<file path="config.mk">
export PLATFORM = sky130hd
export DESIGN_NAME = tpf_fir_prog_flat
export DESIGN_NICKNAME = d
export VERILOG_FILES = /design/src/rtl/tpf_fir_prog_if.sv /design/src/rtl/tpf_fir_prog.sv /design/src/flat_wrapper.sv
export SDC_FILE = /design/constraint.sdc
export NUM_CORES = 1
export LEC_CHECK = 0
export CORE_MARGIN = 2
export CORE_UTILIZATION = 60
export CTS_CLUSTER_DIAMETER = 50
export CTS_CLUSTER_SIZE = 30
export DETAILED_ROUTE_END_ITERATION = 8
export GPL_TIMING_DRIVEN = 0
export HOLD_SLACK_MARGIN = 0.15
export PLACE_DENSITY = 0.87
export SLEW_MARGIN = 10
export SYNTH_ARGS = -nofsm -noshare
export SYNTH_HDL_FRONTEND = slang
export SYNTH_SLANG_ARGS = --single-unit
export TNS_END_PERCENT = 1
</file>
<file path="constraint.sdc">
create_clock -name clk -period 4.1 [get_ports clk]
set_input_delay 1.23 -clock clk [delete_from_list [all_inputs] [get_ports clk]]
set_output_delay 1.23 -clock clk [all_outputs]
set_load 0.005 [all_outputs]
</file>
<file path="src/rtl/tpf_fir_prog_if.sv">
// Sample, coefficient and result signals of the programmable FIR filter.
// The master side is the sample/coefficient source, which also observes results.
// The slave side is the filter itself.
interface tpf_fir_prog_if #(
    parameter int DW = 16,
    parameter int CW = 3,
    parameter int OW = 19
);
    logic          in_valid;
    logic [DW-1:0] in_data;
    logic          in_ready;
    logic          coef_valid;
    logic [CW-1:0] coef_data;
    logic          out_valid;
    logic [OW-1:0] out_data;
    logic          ovf;
    logic          busy;

    modport master (
        output in_valid, in_data, coef_valid, coef_data,
        input  in_ready, out_valid, out_data, ovf, busy
    );

    modport slave (
        input  in_valid, in_data, coef_valid, coef_data,
        output in_ready, out_valid, out_data, ovf, busy
    );
endinterface

</file>
<file path="src/rtl/tpf_fir_prog.sv">
// Transposed-form FIR filter with run-time loadable coefficients.
// Samples use a valid/ready handshake, and each accepted sample yields one
// registered result on the following cycle. Coefficients are written
// c[0] first. The first word arrives in RUN and the rest arrive in LOAD.
// A single FLUSH cycle then clears the partial sums and the sticky ovf flag.
// Optional feature macro FIR_SAT_EN: when defined, results above 2^OW-1 saturate.
// When it is undefined, those results wrap to their low OW bits.
module tpf_fir_prog #(
    parameter int DW   = 16,
    parameter int CW   = 3,
    parameter int TAPS = 4,
    parameter int OW   = 19
) (
    input  logic            clk,
    input  logic            rst,
    tpf_fir_prog_if.slave   bus
);
    localparam int AW = DW + CW + $clog2(TAPS);
    // Extended width, so the overflow test always has at least one bit above OW.
    localparam int EW = (AW > OW) ? AW : OW + 1;
    localparam int IW = $clog2(TAPS);

    typedef enum logic [1:0] {
        ST_RUN   = 2'd0,
        ST_LOAD  = 2'd1,
        ST_FLUSH = 2'd2
    } state_t;

    state_t          state_r;
    state_t          state_nxt_s;
    logic [IW-1:0]   idx_r;
    logic [IW-1:0]   idx_nxt_s;
    logic            c_we_s;
    logic [IW-1:0]   c_widx_s;
    logic [CW-1:0]   c_r [TAPS];
    logic [AW-1:0]   s_r [TAPS-1];
    logic [AW-1:0]   prod_s [TAPS];
    logic [AW-1:0]   y_s;
    logic [EW-1:0]   y_ext_s;
    logic            y_ovf_s;
    logic [OW-1:0]   y_conv_s;
    logic            in_ready_s;
    logic            accept_s;
    logic            out_valid_r;
    logic [OW-1:0]   out_data_r;
    logic            ovf_r;

    // A sample is refused in RUN whenever a coefficient word is offered.
    assign in_ready_s = (state_r == ST_RUN) && !bus.coef_valid;
    assign accept_s   = bus.in_valid && in_ready_s;

    // Products of the current sample with every coefficient, plus the finished sum.
    always_comb begin
        for (int k = 0; k < TAPS; k++) begin
            prod_s[k] = AW'(c_r[k]) * AW'(bus.in_data);
        end
        y_s      = s_r[0] + prod_s[0];
        y_ext_s  = EW'(y_s);
        y_ovf_s  = |y_ext_s[EW-1:OW];
`ifdef FIR_SAT_EN
        if (y_ovf_s) begin
            y_conv_s = {OW{1'b1}};
        end else begin
            y_conv_s = y_ext_s[OW-1:0];
        end
`else
        y_conv_s = y_ext_s[OW-1:0];
`endif
    end

    // Control state register and coefficient write index.
    always_ff @(posedge clk or posedge rst) begin
        if (rst) begin
            state_r <= ST_RUN;
            idx_r   <= {IW{1'b0}};
        end else begin
            state_r <= state_nxt_s;
            idx_r   <= idx_nxt_s;
        end
    end

    // Next-state logic and coefficient write strobes.
    always_comb begin
        state_nxt_s = state_r;
        idx_nxt_s   = idx_r;
        c_we_s      = 1'b0;
        c_widx_s    = {IW{1'b0}};
        case (state_r)
            ST_RUN: begin
                if (bus.coef_valid) begin
                    c_we_s      = 1'b1;
                    c_widx_s    = {IW{1'b0}};
                    idx_nxt_s   = IW'(1);
                    state_nxt_s = ST_LOAD;
                end else begin
                    state_nxt_s = ST_RUN;
                end
            end
            ST_LOAD: begin
                if (bus.coef_valid) begin
                    c_we_s   = 1'b1;
                    c_widx_s = idx_r;
                    if (idx_r == IW'(TAPS - 1)) begin
                        idx_nxt_s   = {IW{1'b0}};
                        state_nxt_s = ST_FLUSH;
                    end else begin
                        idx_nxt_s   = idx_r + IW'(1);
                    end
                end else begin
                    state_nxt_s = ST_LOAD;
                end
            end
            ST_FLUSH: begin
                state_nxt_s = ST_RUN;
            end
            default: begin
                state_nxt_s = ST_RUN;
                idx_nxt_s   = {IW{1'b0}};
            end
        endcase
    end

    // Coefficient bank. Reset restores the default ramp 1, 2, 3, ...
    always_ff @(posedge clk or posedge rst) begin
        if (rst) begin
            for (int k = 0; k < TAPS; k++) begin
                c_r[k] <= CW'(k + 1);
            end
        end else if (c_we_s) begin
            c_r[c_widx_s] <= bus.coef_data;
        end
    end

    // Transposed partial-sum chain. It advances only on accept and is cleared by FLUSH.
    always_ff @(posedge clk or posedge rst) begin
        if (rst) begin
            for (int k = 0; k < TAPS - 1; k++) begin
                s_r[k] <= {AW{1'b0}};
            end
        end else if (state_r == ST_FLUSH) begin
            for (int k = 0; k < TAPS - 1; k++) begin
                s_r[k] <= {AW{1'b0}};
            end
        end else if (accept_s) begin
            for (int k = 0; k < TAPS - 2; k++) begin
                s_r[k] <= s_r[k+1] + prod_s[k+1];
            end
            s_r[TAPS-2] <= prod_s[TAPS-1];
        end
    end

    // Registered result, one-cycle valid pulse and sticky overflow flag.
    always_ff @(posedge clk or posedge rst) begin
        if (rst) begin
            out_valid_r <= 1'b0;
            out_data_r  <= {OW{1'b0}};
            ovf_r       <= 1'b0;
        end else begin
            out_valid_r <= accept_s;
            if (accept_s) begin
                out_data_r <= y_conv_s;
            end
            if (state_r == ST_FLUSH) begin
                ovf_r <= 1'b0;
            end else if (accept_s && y_ovf_s) begin
                ovf_r <= 1'b1;
            end
        end
    end

    assign bus.in_ready  = in_ready_s;
    assign bus.busy      = (state_r != ST_RUN);
    assign bus.out_valid = out_valid_r;
    assign bus.out_data  = out_data_r;
    assign bus.ovf       = ovf_r;

endmodule
</file>
<file path="src/flat_wrapper.sv">
// flat-port wrapper written by rule: the top's interface ports become plain ports
module tpf_fir_prog_flat 
#(
    parameter int DW   = 16,
    parameter int CW   = 3,
    parameter int TAPS = 4,
    parameter int OW   = 19
)
  (clk, rst, bus_in_valid, bus_in_data, bus_coef_valid, bus_coef_data, bus_in_ready, bus_out_valid, bus_out_data, bus_ovf, bus_busy);
  tpf_fir_prog_if #(.DW(DW), .CW(CW), .OW(OW)) bus_i ();
  input  logic clk;
  input  logic rst;
  input wire logic [$bits(bus_i.in_valid)-1:0] bus_in_valid;
  input wire logic [$bits(bus_i.in_data)-1:0] bus_in_data;
  input wire logic [$bits(bus_i.coef_valid)-1:0] bus_coef_valid;
  input wire logic [$bits(bus_i.coef_data)-1:0] bus_coef_data;
  output wire logic [$bits(bus_i.in_ready)-1:0] bus_in_ready;
  output wire logic [$bits(bus_i.out_valid)-1:0] bus_out_valid;
  output wire logic [$bits(bus_i.out_data)-1:0] bus_out_data;
  output wire logic [$bits(bus_i.ovf)-1:0] bus_ovf;
  output wire logic [$bits(bus_i.busy)-1:0] bus_busy;
  assign bus_i.in_valid = bus_in_valid;
  assign bus_i.in_data = bus_in_data;
  assign bus_i.coef_valid = bus_coef_valid;
  assign bus_i.coef_data = bus_coef_data;
  assign bus_in_ready = bus_i.in_ready;
  assign bus_out_valid = bus_i.out_valid;
  assign bus_out_data = bus_i.out_data;
  assign bus_ovf = bus_i.ovf;
  assign bus_busy = bus_i.busy;
  tpf_fir_prog #(.DW(DW), .CW(CW), .TAPS(TAPS), .OW(OW)) u_core (.clk(clk), .rst(rst), .bus(bus_i));
endmodule
</file>
After elaboration in Yosys (flattened, before gate mapping)
Cells that the tools add are included.
{"block": "classes", "order_cmp": 2, "muxes": 19, "add_sub_neg": 4, "n_reduce_logical": 12, "n_bitwise": 2, "n_eq_ne": 6, "mul": 4}
{"cell": "two-way mux 63 bit", "n": 2}
{"cell": "multiplier 3 x 16 -> 19 bit", "n": 4}
{"cell": "adder 21 x 19 -> 21 bit", "n": 3}
{"cell": "two-way mux 2 bit", "n": 7}
{"cell": "bitwise mux 12 bit", "n": 1}
{"cell": "demux 3 bit (select 2 bit)", "n": 1}
{"cell": "case mux 2 bit (3 select lines)", "n": 1}
{"cell": "nonzero test 2 bit", "n": 3}
{"cell": "two-way mux 1 bit", "n": 5}
{"cell": "equality test 2 bit (second input constant)", "n": 2}
{"cell": "logical AND 1 bit", "n": 4}
{"cell": "!= test 2 bit (second input constant)", "n": 2}
{"cell": "case mux 2 bit (2 select lines)", "n": 1}
{"cell": "OR reduction 2 bit", "n": 2}
{"cell": ">= comparator 3 bit (second input constant)", "n": 1}
{"cell": "< comparator 3 x 1 -> 1 bit (second input constant)", "n": 1}
{"cell": "two-way mux 3 bit", "n": 1}
{"cell": "!= test 3 x 2 -> 1 bit (second input constant)", "n": 1}
{"cell": "inverter 2 -> 3 bit", "n": 1}
{"cell": "AND reduction 3 bit", "n": 1}
{"cell": "adder 2 x 1 -> 2 bit (second input constant)", "n": 1}
{"cell": "equality test 2 x 1 -> 1 bit (second input constant)", "n": 1}
{"cell": "logical NOT 2 bit", "n": 1}
{"cell": "logical NOT 1 bit", "n": 1}
{"cell": "inverter 1 bit", "n": 1}
{"block": "totals", "ff_bits": 100, "word_cells": 61}

Logic depth before layout (Yosys ltp)
Gate-level depths: netlist of the first run.
{"block": "logic_depth", "ltp_word": 8, "mapped_depth": 14, "mapped_depth_nobuf": 13}

Worst setup path before layout of the first run
Ideal clock, no wire load.
{"block": "synth_path", "kind": "input to register", "start": "in bus_in_data[10]", "end": "reg u_core.ovf_r (netlist: u_core.bus.ovf)", "n_path_buf": 1, "setup_time_ns": 0.077, "path_stages": 14, "path_slack_ns": -0.340, "arrival_ns": 4.362, "cell_sequence": "clkbuf_1 -> and2_1 -> fa_1 -> inv_1 -> fa_1 -> inv_1 -> ha_1 -> and2_1 -> a221oi_4 -> o211ai_2 -> and2_4 -> a221o_1 -> and3_1 -> a21oi_1"}
{"block": "synth_between", "elab_chain_len": 5}
{"element": "start, declared", "line_no": "flat_wrapper.sv:14", "source": "input wire logic [$bits(bus_i.in_data)-1:0] bus_in_data;"}
{"element": "multiplier 3 x 16 -> 19 bit", "line_no": "tpf_fir_prog.sv:55", "source": "prod_s[k] = AW'(c_r[k]) * AW'(bus.in_data);"}
{"element": "adder 21 x 19 -> 21 bit", "line_no": "tpf_fir_prog.sv:57", "source": "y_s = s_r[0] + prod_s[0];"}
{"element": "OR reduction 2 bit", "line_no": "tpf_fir_prog.sv:59", "source": "y_ovf_s = |y_ext_s[EW-1:OW];"}
{"element": "logical AND 1 bit", "line_no": "tpf_fir_prog.sv:165", "source": "end else if (accept_s && y_ovf_s) begin"}
{"element": "nonzero test 2 bit (no source line)"}
{"element": "end signal, assigned", "line_no": "tpf_fir_prog.sv:157", "source": "ovf_r <= 1'b0;"}
{"element": "end signal, assigned", "line_no": "tpf_fir_prog.sv:164", "source": "ovf_r <= 1'b0;"}
{"element": "end signal, assigned", "line_no": "tpf_fir_prog.sv:166", "source": "ovf_r <= 1'b1;"}
{"element": "end, declared", "line_no": "tpf_fir_prog.sv:46", "source": "logic ovf_r;"}
Every way passes these cells.
A chain may end at the register's enable or synchronous reset.

Final worst setup path of the first run
{"block": "layout_path", "start": "in bus_in_data[10]", "end": "reg u_core.s_r[37] in the netlist's numbering"}
{"block": "layout_between", "elab_chain_len": 4}
{"element": "multiplier 3 x 16 -> 19 bit", "line_no": "tpf_fir_prog.sv:55"}
{"element": "adder 21 x 19 -> 21 bit", "line_no": "tpf_fir_prog.sv:146", "source": "s_r[k] <= s_r[k+1] + prod_s[k+1];"}
{"element": "two-way mux 63 bit", "line_no": "tpf_fir_prog.sv:144", "source": "end else if (accept_s) begin"}
{"element": "two-way mux 63 bit", "line_no": "tpf_fir_prog.sv:140", "source": "end else if (state_r == ST_FLUSH) begin"}
{"element": "end signal, assigned by index", "line_no": "tpf_fir_prog.sv:142", "source": "s_r[k] <= {AW{1'b0}};"}
{"element": "end signal, assigned by index", "line_no": "tpf_fir_prog.sv:146"}
{"element": "end signal, assigned by index", "line_no": "tpf_fir_prog.sv:148", "source": "s_r[TAPS-2] <= prod_s[TAPS-1];"}
{"element": "end, declared", "line_no": "tpf_fir_prog.sv:36", "source": "logic [AW-1:0] s_r [TAPS-1];"}
Every way passes these cells. The select of a mux whose other input is x is not followed.

==> results of run 1 <==
-- metal layers --
layer	GRT usage	wire length, um	vias up
met4	0.2111	2618	0
met2	0.5919	16150	589
met1	0.3787	11890	4849
met5	0	0	-
li1	-	-	4381
met3	0.06077	2698	218
-- cells by family after synthesis --
group / Yosys count
AND/OR/NAND/NOR: 408
buffers and inverters: 279
AO/OA/AOI/OAI: 247
adder cells (fa/ha/maj): 193
flip-flops: 97
XOR/XNOR: 50
multiplexers: 15
-- cell usage in the layout (no fill, tap or decap), drive strengths merged, types with 5 or more instances in the layout --
cell             n
inv            225
nand2          162
fa             108
and2           106
o21ai           93
dfrtp           92
ha              85
buf             75
nand3           56
clkbuf          54
a21oi           41
nor2            30
xnor2           28
clkdlybuf4s50   28
a21o            22
xor2            22
a211oi          13
mux2            12
o21a            11
o211ai          11
a31oi           11
nand2b           9
o21bai           9
and3             7
nor2b            7
o31ai            7
or2              5
a31o             5
nor3             5
nand4            5
dlygate4sd2      5
dfstp            5
nor3b            5
-- area by class of cell --
type                       instances  area share
clock buffer                      10     0.01742
sequential                        97      0.1852
buffer                            57     0.02923
inverter                         222     0.06360
timing repair buffer              95     0.06560
tap                              229     0.02180
multi-input combinational        913      0.6133
clock inverter                     6    0.003808
-- what timing repair did --
| item | in CTS | in global routing |
|---|---|---|
| setup buffers | 48 | 2 |
| endpoints found under the hold margin | 0 | 0 |
| pin swaps | 48 | 38 |
| endpoints found under the setup margin | 54 | 31 |
| gates resized for setup | 171 | 39 |
| gates cloned | 0 | 0 |
-- worst max-delay path, stage by stage --
cell and delay, ns:
sky130_fd_sc_hd__buf_2 0.13, sky130_fd_sc_hd__clkbuf_8 0.16, sky130_fd_sc_hd__buf_12 0.12, sky130_fd_sc_hd__and2_1 0.14, sky130_fd_sc_hd__fa_1 0.48, sky130_fd_sc_hd__inv_1 0.06, sky130_fd_sc_hd__fa_1 0.54, sky130_fd_sc_hd__inv_1 0.06
sky130_fd_sc_hd__ha_4 0.33, sky130_fd_sc_hd__o211ai_1 0.16, sky130_fd_sc_hd__a21oi_1 0.22, sky130_fd_sc_hd__o22a_1 0.18, sky130_fd_sc_hd__o211ai_1 0.10, sky130_fd_sc_hd__buf_4 0.17, sky130_fd_sc_hd__o21ai_2 0.15, sky130_fd_sc_hd__mux2i_1 0.22
sky130_fd_sc_hd__o21ai_0 0.11
-- worst max-delay path by stage --
stage	from	to	slack, ns
after global placement	bus_in_data[7]	u_core.s_r[38]	-1.24
final	bus_in_data[10]	u_core.s_r[37]	-0.26
after floorplan	bus_in_data[4]	u_core.bus.ovf	-0.14
after detailed placement	bus_in_data[5]	u_core.s_r[38]	-1.29
after global routing	bus_in_data[10]	u_core.s_r[37]	-0.33
after CTS	bus_in_data[2]	u_core.bus.ovf	-0.03
-- flip-flops by register name, indices dropped and copies added (netlist names) --
signal	cells
u_core.idx_r	2
u_core.bus.ovf	1
u_core.bus.out_valid	1
u_core.state_r	2
u_core.bus.out_data	19
u_core.s_r	60
u_core.c_r	12
-- through the flow --
step	worst slack, ns	cell area, um2	setup TNS (ns)	util	std cells
global route	-0.3250	13140	-3.612	0.7316	1629
global placement	-1.237	11790	-138.33	0.6562	1562
floorplan	-0.1434	11060	-1.624	-	1289
detailed placement	-1.291	11820	-46.37	0.6579	1563
CTS	-0.03323	12990	-0.04672	0.7231	1627
finish	-0.2591	13140	-1.502	0.7316	1629
==> run_results.csv, run 1 <==
group,metric,value,unit
route,firstDrtPassIters,5,
clock_tree,cts_hold_buffers,0,
sta,final_max_slew_viol_count,0,
route,initialDrtViolationCount,848,
route,route.antenna.remaining_nets,0,
global_routing,grt_first_pass_wirelength,51.65,mm
sta,min_hold_slack,0.4772,ns
synthesis,number_of_synthesized_flops_with_an_enable_pin,0,
setup_path,r2r.worst_path.cells,14,
clock_tree,cts_tree,"built",
synthesis,top_area_cells_in_the_synthesized_netlist,"sky130_fd_sc_hd__dfrtp_1 (21%), sky130_fd_sc_hd__fa_1 (20%), sky130_fd_sc_hd__ha_1 (9.7%)",
setup_path,rr_endpoint,"u_core.s_r[35]",
setup_path,r2r_slack,-0.15,ns
sta,max-slew-margin-rel,0.3533,
route,number_of_vias_in_the_routed_layout,10040,
flow_run,max_cap_violations,0,
clock_tree,tritoncts_num_sinks,97,
run_status,outcome,"complete, but fails checks",
sta,setup_viol,15,
global_routing,global_route.overflow_total,0,
cells_and_area,layout-drive-gt1-share,0.1621,
synthesis,asyncSetResetFlopFracSynth,1.000,
placement,port-buffer-count,44,
worst_hold_path,hold-path-endpoint,"u_core.bus.out_data[15]",
run_status,violations_in_the_final_reports,"setup timing",
synthesis,synth-simple-area-share,0.1854,
route,route.final.wire_length,33.36,mm
sta,timing.clock.skew,0.01681,ns
sta,final_critical_path_setup_slack,-0.2591,ns
setup_path,path_max_fanout,8,
global_routing,grt_util_all_layers,0.3367,
sta,final_period_minus_worst_setup_slack,4.359,ns
cells_and_area,n_antenna_cell,0,
clock_tree,cts.path.max_buffers,2,
synthesis,mappedNetlistArea,0.01095,mm2
global_routing,grt_antenna_before_repair,0,
synthesis,synth_seq_cells,97,
cells_and_area,multi_input_comb_area,0.008060,mm2
global_routing,grt_pass1_vias,10560,
cells_and_area,finalNetCount,1611,
global_routing,grt_max_degree,56,
cells_and_area,flow.area_growth_from_synthesis,20.01,%
sta,setup_repair_after_global_routing_missed_its_margin,"yes",
synthesis,post_synth_fa_ha_maj_area_fraction,0.2946,
clock_tree,cts_clk_pin_slew_worst_paths,0.07,ns
worst_hold_path,min_path_cells,2,
worst_hold_path,hold_class,"reg -> reg",
floorplanning,initial_core_util,0.6096,
synthesis,ys_top_cells_by_count,"sky130_fd_sc_hd__inv_1 (222), sky130_fd_sc_hd__nand2_1 (162), sky130_fd_sc_hd__fa_1 (108)",
setup_path,cp-end-kind,"register",
floorplanning,overall_die_width,139.1,um
placement,place_congestion,0.9525,
sta,max_slew.worst_pin.slew,0.9701,ns
synthesis,synth-warning-count,0,
route,routed_via_density,6.161,
clock_tree,numCtsBuffers,9,
cells_and_area,seqCellArea,0.002434,mm2
setup_path,setup.worst_path.class,"in -> reg",
setup_path,worst-endpoint-arrival,4.57,ns
clock_tree,cts.root.buffer_cell,"sky130_fd_sc_hd__clkbuf_16",
synthesis,synth_sequential_area_ratio,0.2222,
synthesis,mappedNetlistNets,1505,
synthesis,number_of_distinct_standard_cells_referenced_by_the_synthesized_netlist,70,
floorplanning,die-area,0.01935,mm2
synthesis,synth_top_family_by_area,"adder cells",
cells_and_area,n_fill_cell,1132,
clock_tree,htree_levels,3,
synthesis,synth_area_per_cell,8.495,um2
sta,final.period_utilization,1.063,
setup_path,r2r_start,"u_core.c_r[5]",
synthesis,syn-instance-count,1289,
placement,dpl.hpwl,21.10,mm
synthesis,synth_top_area_share,0.2102,
floorplanning,design.portCount,46,
synthesis,muxShareOfSynthArea,0.01508,
setup_path,cp_data_required_time,4.32,ns
synthesis,ys.flop_type,"sky130_fd_sc_hd__dfrtp_1",
setup_path,start_kind,"primary input",
sta,report.final.hold_viol_count,0,
floorplanning,die_h,139.1,um
synthesis,synth.most_common_cell,"sky130_fd_sc_hd__inv_1",
floorplanning,floorplan.core_area,0.01796,mm2
floorplanning,core.rowCount,49,
route,post_drt_wl_per_cell,20.48,um
clock_tree,insertion_delay,0.38,ns
sta,achievable-frequency,229.4,MHz
synthesis,synth_compound_area_frac,0.1467,
worst_hold_path,hold_path_startpoint,"u_core.bus.out_data[15]",
synthesis,synth_largest_area_cell,"sky130_fd_sc_hd__dfrtp_1",
synthesis,post_synthesis_xor_xnor_area_fraction,0.03999,
route,drc_errors,0,
Power of run 1 is left out: the tool's default activity adds up to more than one toggle a clock period on the data nets, which glitch-free logic cannot reach.
==> run 2: changes to the inputs <==
- CORE_UTILIZATION: 60 -> 63
- PLACE_DENSITY: 0.87 -> 0.9
- SLEW_MARGIN: 10 -> not set
==> run_results.csv, run 2 (synthesis gave the netlist of run 1 again) <==
group,metric,value,unit
floorplanning,overall_die_width,135.8,um
setup_path,cp_data_required_time,4.33,ns
sta,final_max_slew_viol_count,0,
sta,final.period_utilization,1.142,
setup_path,r2r_start,"u_core.c_r[6]",
clock_tree,cts.path.max_buffers,2,
floorplanning,design.portCount,46,
floorplanning,die_h,135.8,um
sta,final_critical_path_setup_slack,-0.5828,ns
setup_path,worst-endpoint-arrival,4.91,ns
cells_and_area,n_antenna_cell,0,
sta,max_slew.worst_pin.slew,0.9472,ns
global_routing,grt_antenna_before_repair,1,
clock_tree,cts_hold_buffers,0,
setup_path,r2r.worst_path.cells,15,
route,drc_errors,0,
worst_hold_path,min_path_cells,2,
setup_path,r2r_slack,-0.31,ns
global_routing,grt_pass1_vias,10960,
setup_path,largest_stage_delay_on_the_critical_path,0.68,ns
clock_tree,htree_levels,3,
route,route.antenna.remaining_nets,0,
sta,timing.clock.skew,0.01275,ns
route,post_drt_wl_per_cell,21.96,um
setup_path,cp-end-kind,"register",
route,route.final.wire_length,35.64,mm
setup_path,path_max_fanout,5,
worst_hold_path,hold_path_startpoint,"u_core.bus.out_data[16]",
clock_tree,insertion_delay,0.38,ns
global_routing,global_route.overflow_total,0,
sta,achievable-frequency,213.5,MHz
sta,setup_repair_after_global_routing_missed_its_margin,"yes",
flow_run,max_cap_violations,0,
placement,dpl.hpwl,21.33,mm
global_routing,grt_first_pass_wirelength,54.44,mm
cells_and_area,leading_cell_type_in_the_layout_fill_and_taps_excluded,"sky130_fd_sc_hd__inv_1",
setup_path,crit_path_top_delay_cell,"sky130_fd_sc_hd__a2111oi_4",
sta,setup_viol,28,
floorplanning,core.rowCount,48,
placement,place_congestion,0.9289,
global_routing,grt_max_degree,75,
route,routed_via_density,6.391,
cells_and_area,largest_reg_flops,60,
cells_and_area,layout.cells.most_common_list,"sky130_fd_sc_hd__inv_1 (213), sky130_fd_sc_hd__nand2_1 (159), sky130_fd_sc_hd__fa_1 (107)",
cells_and_area,n_fill_cell,1036,
setup_path,start_kind,"primary input",
route,number_of_vias_in_the_routed_layout,10370,
setup_path,beginning_of_the_critical_path,"bus_in_data[4]",
sta,max-slew-margin-rel,0.3685,
placement,placed_cell_area,0.01181,mm2
run_status,outcome,"complete, but fails checks",
worst_hold_path,hold_class,"reg -> reg",
cells_and_area,stdcell_area,0.01313,mm2
clock_tree,tritoncts_num_sinks,97,
clock_tree,numCtsBuffers,9,
floorplanning,die-area,0.01845,mm2
sta,final_period_minus_worst_setup_slack,4.683,ns
run_status,violations_in_the_final_reports,"setup timing",
placement,port-buffer-count,44,
floorplanning,initial_core_util,0.6398,
cells_and_area,flow.area_growth_from_synthesis,19.92,%
clock_tree,cts.root.buffer_cell,"sky130_fd_sc_hd__clkbuf_16",
setup_path,worstPathCellList,"buf_2, clkbuf_8, buf_4, and2_1, fa_1, inv_1, fa_1, inv_2, ha_4, a2111oi_4, o21ai_2, buf_6, a41oi_4, o21bai_1, a21oi_1, xor2_1, o21ai_1",
route,initialDrtViolationCount,1075,
setup_path,setup.worst_path.class,"in -> reg",
sta,report.final.hold_viol_count,0,
setup_path,worst_path_most_repeated_cell,"sky130_fd_sc_hd__fa_1",
clock_tree,cts_tree,"built",
cells_and_area,layout-drive-gt1-share,0.1588,
route,firstDrtPassIters,6,
cells_and_area,largest_reg_by_ff_count,"u_core.s_r",
clock_tree,cts_clk_pin_slew_worst_paths,0.07,ns
floorplanning,floorplan.core_area,0.01712,mm2
cells_and_area,finalNetCount,1609,
global_routing,grt_util_all_layers,0.3865,
[run 2: path summary, 6_finish.rpt]
| path | end |
|---|---|
| worst max-delay path | u_core.s_r[54] |
| worst min-delay path | u_core.bus.out_data[16] |
| worst max register to register | u_core.s_r[54] |
| worst min register to register | u_core.bus.out_data[16] |
| max in group asynchronous | u_core.c_r[3] |
| min in group asynchronous | u_core.bus.out_valid |
[run 2: layer usage]
metal	up-vias	share of wire	GRT usage
met5	-	0.00028	0
met4	2	0.086	0.2865
met3	288	0.10	0.1007
met2	763	0.47	0.6543
met1	4944	0.34	0.4169
li1	4375	-	-
[run 2: critical path: cells and delay by family]
family | cells | cell delay (ns)
buf+inv | 6 | 0.81
simple gates | 1 | 0.14
fa+ha+maj | 3 | 1.13
compound gates | 6 | 1.43
xor+xnor | 1 | 0.16
[run 2: what timing repair did]
item,4_1_cts,5_1_grt
endpoints found under the hold margin,0,0
pin swaps,51,22
buffers inserted,44,4
gates resized for setup,170,40
setup endpoints to repair,56,37
[run 2: final cells by class]
type                            count  area, um2  area share
Buffer                             57      394.1     0.03001
Sequential cell                    97       2434      0.1853
Tap cell                          225      281.5     0.02144
Inverter                          222      835.8     0.06365
Clock inverter                      6      53.80    0.004097
Timing Repair Buffer               93      848.3     0.06460
Multi-Input combinational cell    913       8055      0.6134
Clock buffer                       10      229.0     0.01744
[run 2: per-stage QoR]
stage / setup TNS (ns) / instances / utilization / worst slack (ns) / hold slack [ns]
after detailed placement: -50.18 / 1559 / 0.6901 / -1.326 / 0.4691
final: -6.072 / 1623 / 0.7672 / -0.5828 / 0.4868
after global routing: -7.702 / 1623 / 0.7672 / -0.6740 / 0.5040
after global placement: -138.63 / 1558 / 0.6884 / -1.235 / 0.4577
after floorplan: -1.624 / 1289 / - / -0.1434 / 0.4498
after CTS: -0.1417 / 1619 / 0.7588 / -0.06170 / 0.4845
Power of run 2 is left out for the same reason.
==> run 3: changes to the inputs <==
- GPL_TIMING_DRIVEN: 0 -> not set
- clock period: 4.1 -> 5.6 ns (I/O delays scaled with it)
==> run_results.csv, run 3 (synthesis gave the netlist of run 1 again) <==
group,metric,value,unit
clock_tree,tritoncts_num_sinks,97,
global_routing,grt_antenna_before_repair,0,
setup_path,beginning_of_the_critical_path,"bus_in_data[2]",
clock_tree,cts.path.max_buffers,2,
cells_and_area,largest_reg_flops,60,
setup_path,rr_endpoint,"u_core.s_r[38]",
clock_tree,cts.root.buffer_cell,"sky130_fd_sc_hd__clkbuf_16",
route,route.final.wire_length,23.54,mm
floorplanning,die_h,135.8,um
route,post_drt_wl_per_cell,15.24,um
floorplanning,die-area,0.01845,mm2
sta,setup_repair_after_global_routing_missed_its_margin,"no",
cells_and_area,flow.area_growth_from_synthesis,9.255,%
clock_tree,htree_levels,3,
sta,report.final.hold_viol_count,0,
cells_and_area,largest_reg_by_ff_count,"u_core.s_r",
worst_hold_path,hold_path_startpoint,"u_core.bus.out_data[10]",
cells_and_area,finalNetCount,1530,
clock_tree,post_cts.repair.setup_buffers,0,
global_routing,grt_max_degree,110,
clock_tree,insertion_delay,0.37,ns
setup_path,r2r.worst_path.cells,13,
worst_hold_path,hold-path-endpoint,"u_core.bus.out_data[10]",
sta,final_max_slew_viol_count,0,
sta,max-slew-margin-rel,0.3413,
floorplanning,overall_die_width,135.8,um
route,firstDrtPassIters,5,
setup_path,r2r_start,"u_core.c_r[5]",
cells_and_area,layout.cells.most_common_list,"sky130_fd_sc_hd__inv_1 (221), sky130_fd_sc_hd__nand2_1 (161), sky130_fd_sc_hd__fa_1 (108)",
setup_path,r2r_slack,1.43,ns
sta,timing.clock.skew,0.01047,ns
worst_hold_path,min_path_cells,2,
setup_path,cp-end-kind,"register",
floorplanning,design.portCount,46,
route,route.antenna.remaining_nets,0,
clock_tree,cts_hold_buffers,0,
sta,final_period_minus_worst_setup_slack,5.424,ns
clock_tree,cts_repair_resize_count,0,
floorplanning,core.rowCount,48,
cells_and_area,n_fill_cell,1205,
clock_tree,numCtsBuffers,9,
setup_path,path_max_fanout,10,
clock_tree,cts_tree,"built",
route,number_of_vias_in_the_routed_layout,8883,
setup_path,setup.worst_path.class,"in -> reg",
route,initialDrtViolationCount,501,
flow_run,max_cap_violations,0,
sta,max_slew.worst_pin.slew,0.9869,ns
floorplanning,floorplan.core_area,0.01712,mm2
global_routing,grt_util_all_layers,0.2742,
cells_and_area,layout-drive-gt1-share,0.06293,
cells_and_area,leading_cell_type_in_the_layout_fill_and_taps_excluded,"sky130_fd_sc_hd__inv_1",
route,drc_errors,0,
run_status,outcome,"complete, no violations",
floorplanning,initial_core_util,0.6398,
global_routing,grt_first_pass_wirelength,40.71,mm
global_routing,global_route.overflow_total,0,
route,routed_via_density,5.753,
sta,fin_tns_setup,0,ns
cells_and_area,n_antenna_cell,0,
sta,setup_viol,0,
global_routing,grt_pass1_vias,8996,
placement,dpl.hpwl,17.51,mm
sta,achievable-frequency,184.4,MHz
setup_path,worst-endpoint-arrival,5.65,ns
worst_hold_path,hold_class,"reg -> reg",
sta,final.period_utilization,0.9686,
placement,place_congestion,0.9599,
setup_path,cp_data_required_time,5.83,ns
clock_tree,cts_clk_pin_slew_worst_paths,0.07,ns
setup_path,start_kind,"primary input",
placement,port-buffer-count,45,
[run 3: final cells by class]
type	count	area [um2]	area share
well taps	225	281.5	0.02353
inverters	222	835.8	0.06986
clock buffers	10	229.0	0.01914
flip-flops and latches	97	2434	0.2034
multi-input cells	913	7476	0.6249
clock inverters	6	50.05	0.004183
repair buffers	71	658.1	0.05501
[run 3: worst max-delay path: stages]
cell	delay, ns
sky130_fd_sc_hd__clkdlybuf4s50_1	0.65
sky130_fd_sc_hd__and2_1	0.28
sky130_fd_sc_hd__fa_1	0.50
sky130_fd_sc_hd__inv_1	0.06
sky130_fd_sc_hd__fa_1	0.49
sky130_fd_sc_hd__inv_1	0.04
sky130_fd_sc_hd__ha_1	0.34
sky130_fd_sc_hd__nor2b_1	0.17
sky130_fd_sc_hd__o31a_1	0.26
sky130_fd_sc_hd__o21ai_0	0.37
sky130_fd_sc_hd__a31oi_1	0.23
sky130_fd_sc_hd__a31oi_1	0.31
sky130_fd_sc_hd__xor2_1	0.17
sky130_fd_sc_hd__o21ai_0	0.09
[run 3: per-layer routing]
metal | global-route usage | up-vias | part of all wire
li1 | - | 4216 | -
met4 | 0.1157 | 0 | 0.027
met5 | 0 | - | 0
met1 | 0.3338 | 4342 | 0.42
met3 | 0.03169 | 56 | 0.051
met2 | 0.4930 | 269 | 0.51
[run 3: worst max path at each step]
stage,endpoint,slack [ns],depth (start not counted)
4_1_cts,u_core.s_r[38],0.25,14
3_5_place_dp,u_core.bus.ovf,-0.08,13
5_1_grt,u_core.s_r[35],0.01,13
3_3_place_gp,u_core.bus.ovf,0.05,14
6_report,u_core.s_r[38],0.18,14
2_1_floorplan,u_core.bus.ovf,0.71,14
[run 3: through the flow]
step                utilization  cells  worst slack, ns  area (um2)  hold WS [ns]
finish                   0.6990   1544           0.1757       11960        0.4767
global route             0.6990   1544          0.01351       11960        0.4955
CTS                      0.6990   1544           0.2495       11960        0.4847
detailed placement       0.6827   1528         -0.07659       11690        0.4691
global placement         0.6827   1528          0.05083       11690        0.4589
floorplan                     -   1289           0.7102       10950        0.4498
Power of run 3 is left out for the same reason.
